File: src/rtl/lab9_soc_pio_pkg.sv
// Shared definitions for the lab9 SoC extended PIO: register word indices
// and the encodings accepted by the EDGE_TYPE and IRQ_MODE parameters.
package lab9_soc_pio_pkg;

    // Register word indices on the Avalon-MM address bus
    localparam logic [2:0] ADDR_DATA    = 3'd0;
    localparam logic [2:0] ADDR_DIR     = 3'd1;
    localparam logic [2:0] ADDR_IRQMASK = 3'd2;
    localparam logic [2:0] ADDR_EDGECAP = 3'd3;
    localparam logic [2:0] ADDR_OUTSET  = 3'd4;
    localparam logic [2:0] ADDR_OUTCLR  = 3'd5;

    // Edge that sets a capture bit
    localparam int EDGE_RISE = 0;
    localparam int EDGE_FALL = 1;
    localparam int EDGE_ANY  = 2;

    // Interrupt generation mode
    localparam int IRQ_LEVEL = 0;
    localparam int IRQ_EDGE  = 1;

endpackage

File: src/rtl/lab9_soc_pio_sync.sv
// Multi-stage synchroniser for asynchronous pin inputs. Every stage clears
// to zero on the synchronous active-low reset.
module lab9_soc_pio_sync #(
    parameter int WIDTH  = 8,
    parameter int STAGES = 2
) (
    input  logic             clk,
    input  logic             reset_n,
    input  logic [WIDTH-1:0] d_i,
    output logic [WIDTH-1:0] q_o
);

    logic [STAGES-1:0][WIDTH-1:0] stage_q;

    // Shift the pin values through the synchroniser chain
    always_ff @(posedge clk) begin
        if (!reset_n) begin
            stage_q <= '0;
        end else begin
            stage_q <= {stage_q[STAGES-2:0], d_i};
        end
    end

    assign q_o = stage_q[STAGES-1];

endmodule

File: src/rtl/lab9_soc_pio_ext.sv
// Parametrised Avalon-MM GPIO port: per-bit direction, synchronised inputs,
// edge capture with masked interrupt, and atomic set/clear of output bits.
// Zero-wait-state slave with combinational read data.
module lab9_soc_pio_ext
    import lab9_soc_pio_pkg::*;
#(
    parameter int               WIDTH       = 8,
    parameter logic [WIDTH-1:0] RESET_VALUE = '0,
    parameter logic [WIDTH-1:0] RESET_DIR   = '0,
    parameter int               EDGE_TYPE   = EDGE_RISE,
    parameter int               IRQ_MODE    = IRQ_EDGE,
    parameter int               SYNC_STAGES = 2
) (
    input  logic             clk,
    input  logic             reset_n,
    input  logic [2:0]       address,
    input  logic             chipselect,
    input  logic             write_n,
    input  logic [31:0]      writedata,
    output logic [31:0]      readdata,
    input  logic [WIDTH-1:0] in_port,
    output logic [WIDTH-1:0] out_port,
    output logic [WIDTH-1:0] oe,
    output logic             irq
);

    logic [WIDTH-1:0] data_q,    data_d;
    logic [WIDTH-1:0] dir_q,     dir_d;
    logic [WIDTH-1:0] irqmask_q, irqmask_d;
    logic [WIDTH-1:0] edgecap_q, edgecap_d;
    logic [WIDTH-1:0] sync_d_q;

    logic             wr_s;
    logic [WIDTH-1:0] wd_s;
    logic [WIDTH-1:0] sync_in_s;
    logic [WIDTH-1:0] rise_s;
    logic [WIDTH-1:0] fall_s;
    logic [WIDTH-1:0] edge_s;
    logic [WIDTH-1:0] clr_s;
    logic [WIDTH-1:0] rd_s;
    logic [31:0]      rd32_s;
    logic             unused_wd_s;

    assign wr_s = chipselect & ~write_n;
    assign wd_s = writedata[WIDTH-1:0];
    // Upper write-data bits are intentionally dropped for narrow ports
    assign unused_wd_s = ^writedata;

    lab9_soc_pio_sync #(
        .WIDTH  (WIDTH),
        .STAGES (SYNC_STAGES)
    ) u_sync (
        .clk     (clk),
        .reset_n (reset_n),
        .d_i     (in_port),
        .q_o     (sync_in_s)
    );

    assign rise_s = sync_in_s & ~sync_d_q;
    assign fall_s = ~sync_in_s & sync_d_q;

    // Select the edge kind that arms a capture bit; only input bits capture
    always_comb begin
        edge_s = '0;
        case (EDGE_TYPE)
            EDGE_RISE: edge_s = rise_s;
            EDGE_FALL: edge_s = fall_s;
            EDGE_ANY:  edge_s = rise_s | fall_s;
            default:   edge_s = rise_s;
        endcase
        edge_s = edge_s & ~dir_q;
    end

    // Next-state for the software-visible registers from the current bus write
    always_comb begin
        data_d    = data_q;
        dir_d     = dir_q;
        irqmask_d = irqmask_q;
        clr_s     = '0;
        if (wr_s) begin
            case (address)
                ADDR_DATA:    data_d    = wd_s;
                ADDR_DIR:     dir_d     = wd_s;
                ADDR_IRQMASK: irqmask_d = wd_s;
                ADDR_EDGECAP: clr_s     = wd_s;
                ADDR_OUTSET:  data_d    = data_q | wd_s;
                ADDR_OUTCLR:  data_d    = data_q & ~wd_s;
                default:      data_d    = data_q;
            endcase
        end else begin
            clr_s = '0;
        end
        // A fresh edge overrides a clear hitting the same bit
        edgecap_d = (edgecap_q & ~clr_s) | edge_s;
    end

    // Register update with synchronous active-low reset
    always_ff @(posedge clk) begin
        if (!reset_n) begin
            data_q    <= RESET_VALUE;
            dir_q     <= RESET_DIR;
            irqmask_q <= '0;
            edgecap_q <= '0;
            sync_d_q  <= '0;
        end else begin
            data_q    <= data_d;
            dir_q     <= dir_d;
            irqmask_q <= irqmask_d;
            edgecap_q <= edgecap_d;
            sync_d_q  <= sync_in_s;
        end
    end

    // Combinational read mux; unmapped words and write-only words read zero
    always_comb begin
        rd_s = '0;
        case (address)
            ADDR_DATA:    rd_s = (sync_in_s & ~dir_q) | (data_q & dir_q);
            ADDR_DIR:     rd_s = dir_q;
            ADDR_IRQMASK: rd_s = irqmask_q;
            ADDR_EDGECAP: rd_s = edgecap_q;
            default:      rd_s = '0;
        endcase
        rd32_s            = 32'h0000_0000;
        rd32_s[WIDTH-1:0] = rd_s;
    end

    assign readdata = rd32_s;
    assign out_port = data_q;
    assign oe       = dir_q;

    generate
        if (IRQ_MODE == IRQ_LEVEL) begin : g_irq_level
            assign irq = |(sync_in_s & ~dir_q & irqmask_q);
        end else begin : g_irq_edge
            assign irq = |(edgecap_q & irqmask_q);
        end
    endgenerate

endmodule

File: config.mk
export PLATFORM = sky130hd
export DESIGN_NAME = lab9_soc_pio_ext
export DESIGN_NICKNAME = d
export VERILOG_FILES = /design/src/rtl/lab9_soc_pio_pkg.sv /design/src/rtl/lab9_soc_pio_sync.sv /design/src/rtl/lab9_soc_pio_ext.sv
export SDC_FILE = /design/constraint.sdc
export NUM_CORES = 1
export LEC_CHECK = 0
export CAP_MARGIN = 20
export CORE_MARGIN = 4
export CORE_UTILIZATION = 44
export CTS_CLUSTER_DIAMETER = 120
export CTS_CLUSTER_SIZE = 20
export DETAILED_ROUTE_END_ITERATION = 12
export PLACE_DENSITY = 0.89
export RECOVER_POWER = 50
export SLEW_MARGIN = 40
export SYNTH_ARGS = -nofsm -noshare
export SYNTH_HDL_FRONTEND = slang
export SYNTH_SLANG_ARGS = --single-unit
File: constraint.sdc
create_clock -name clk -period 1.8 [get_ports clk]
set_input_delay 0.27 -clock clk [delete_from_list [all_inputs] [get_ports clk]]
set_output_delay 0.27 -clock clk [all_outputs]
set_load 0.01 [all_outputs]
==> flow_summary.json <==
{
  "status": "finished, violations left",
  "violations": "setup timing",
  "cts_setup_buffers": 0,
  "root_buffer": "clkbuf_8",
  "fin_worst_skew_ps": 8.24,
  "wl_um": 6300,
  "dominantRegCellSynth": "dfxtp_1",
  "power.density_nw_per_um2": 707,
  "ir_drop_mv": 0.403,
  "via_count": 2118,
  "hold-worst-slack_ps": 444,
  "min_period_ps": 1960,
  "area_growth_syn_to_layout_pct": 28.3,
  "drt-initial-drc-count": 144,
  "antenna_found_initial": 0,
  "fin_ws_ps": -159,
  "syn_area_um2": 2600,
  "diodes": 0,
  "postSynthAreaPerCell_um2": 9.55,
  "worst-setup-path-type": "reg2out",
  "fmax_mhz": 511,
  "yosysWarnings": 0,
  "setup_viol": 14,
  "clock_latency_ps": 320,
  "cts.sinks": 56,
  "gp_congestion": 0.784,
  "final_util_pct": 59.5,
  "start_util_pct": 46.3,
  "grt_pass1_wl_um": 10000,
  "worstPathArrival_ps": 1690,
  "worstHoldStart": "u_sync.stage_q[7]",
  "core.rowCount": 27,
  "period_share_pct": 109,
  "tightest_slew_ps": 674,
  "hold_viol": 0,
  "hpwl_um": 4360,
  "ioPinCount": 96,
  "hold_class": "reg2reg",
  "cts_tree": "built",
  "pre_cts_slack_ps": -578,
  "grt_usage_pct": 17.3,
  "cap_viol_max_count": 0,
  "cp-end-kind": "primary output",
  "path_clk_slew_ps": 120,
  "drive_above_1_share_pct": 18.8,
  "cts_max_level": 2,
  "synth_enable_flop_cells": 0,
  "yosysTopAreaCell": "dfxtp_1",
  "ys_seq_area_share_pct": 43.1,
  "drc": 0,
  "core_region_area_um2": 5610,
  "seq_area_um2": 1130,
  "synth_top_area_share_pct": 43.1,
  "synthTopCellsByArea": "dfxtp_1 43%, mux2i_1 7.7%, buf_4 6.9%, and2_1 5.8%, nor2b_1 4.3%",
  "nNetsFinal": 382,
  "startpoint_type": "flop",
  "nFillCells": 504,
  "synth_seq_cells": 56,
  "ys_types": 33,
  "design.die.area_um2": 7200,
  "leakagePower_nw": 1.37,
  "max-slew-margin-rel_pct": 55.0,
  "startpoint": "oe[5]",
  "ant_nets": 0,
  "rsz0062_at_grt": "yes",
  "grt.overflow.total": 0,
  "fp.dieH_um": 84.9,
  "required_ps": 1530,
  "die_w_um": 84.9,
  "grt_max_degree": 34,
  "crit_fanout": 2,
  "cts_buffers": 5,
  "dr.pass1.iters": 4,
  "postCtsHoldBufs": 0,
  "avgRoutedWirePerCell_um": 15.4,
  "reg2reg_from": "oe[7]",
  "synthCells": 272,
  "clock_path_buffers": 2,
  "finalMaxSlewViolations": 0,
  "port_buffers": 47,
  "synthArstFlopShare_pct": 0,
  "tns_ps": -848,
  "multi_input_area_um2": 1320,
  "viasPerCell": 5.19,
  "grt_pass1_vias": 2015
}
path summary, 6_finish.rpt:
check,endpoint,slack (ps),cells past startpoint
setup reg to reg,edgecap_q[7],690,4
setup / recovery,readdata[5],-160,4
hold reg to reg,u_sync.q_o[7],440,1
hold / removal,u_sync.q_o[7],440,1
cell usage in the layout, fill, tap and decap left out, types with 5 or more instances in the layout:
master	count
a211oi_1	7
a21oi_1	11
and2_0	6
and2_1	18
buf_2	6
buf_4	17
clkbuf_8	5
clkdlybuf4s50_1	32
conb_1	24
dfxtp_1	52
inv_1	5
mux2i_1	20
nand2_1	24
nor2_1	5
nor2b_1	16
nor3b_1	9
o21ai_0	11
o22ai_1	5
o41ai_1	5
logic make-up (layout without fill, tap and decap cells):
group | after synthesis | count (layout) | share of synthesized area (%)
AND/OR/NAND/NOR | 89 | 89 | 20.0
flip-flops | 56 | 56 | 43.1
AO/OA/AOI/OAI | 51 | 51 | 12.8
buffers and inverters | 47 | 88 | 11.0
multiplexers | 28 | 28 | 12.9
other | 1 | 24 | 0.144
power by group:
part           switching (mW)  internal [mW]
Combinational           0.159          0.162
Sequential             0.0243           1.28
Clock                   0.446          0.287
Total                   0.629           1.73
through the flow:
stage | instance area, um^2 | std cells | total power [mW]
after CTS | 3350 | 408 | 2.37
final | 3330 | 408 | 2.36
after floorplan | 2690 | 295 | 1.53
after global placement | 3220 | 399 | 1.63
after detailed placement | 3220 | 399 | 1.64
after global routing | 3330 | 408 | 2.45
synthesized netlist by cell type (5+ instances only):
master / n
nor2b_1: 18
nor3b_1: 9
buf_4: 24
o22ai_1: 5
inv_1: 5
clkbuf_1: 10
dfxtp_1: 56
a21oi_1: 11
nor2_1: 5
o41ai_1: 5
mux2i_1: 20
a211oi_1: 8
nand2_1: 24
o21ai_0: 11
and2_1: 24
registers in the layout, summed over array words and instances (netlist names):
name / cells
edgecap_q: 8
irqmask_q: 8
oe: 8
out_port: 8
sync_d_q: 8
u_sync.q_o: 8
u_sync.stage_q: 8
layer usage:
| metal | track usage [%] | wire (um) | vias to the layer above |
|---|---|---|---|
| li1 | - | - | 1027 |
| met1 | 22.6 | 2740 | 1003 |
| met2 | 28.4 | 3000 | 82 |
| met3 | 4.27 | 491 | 6 |
| met4 | 5.04 | 64 | 0 |
| met5 | 0 | 0 | - |
worst max-delay path: stages (launching register included):
cell and delay, ps:
dfxtp_2 360, mux2_4 300, mux4_2 440, nor2b_1 140
buf_2 130
timing repair:
| item | CTS | global route |
|---|---|---|
| resized for setup | 42 | 9 |
| gates cloned | 1 | 0 |
| endpoints found under the setup margin | 9 | 7 |
| pin swaps | 3 | 2 |
cell type report:
class | instances | area share, %
clock buffer | 5 | 2.06
clock inverter | 3 | 0.826
inverter | 5 | 0.563
multi-input combinational | 192 | 39.7
sequential | 56 | 33.8
tap | 72 | 2.70
timing repair buffer | 75 | 20.4
(Power assumes the default switching activity.)
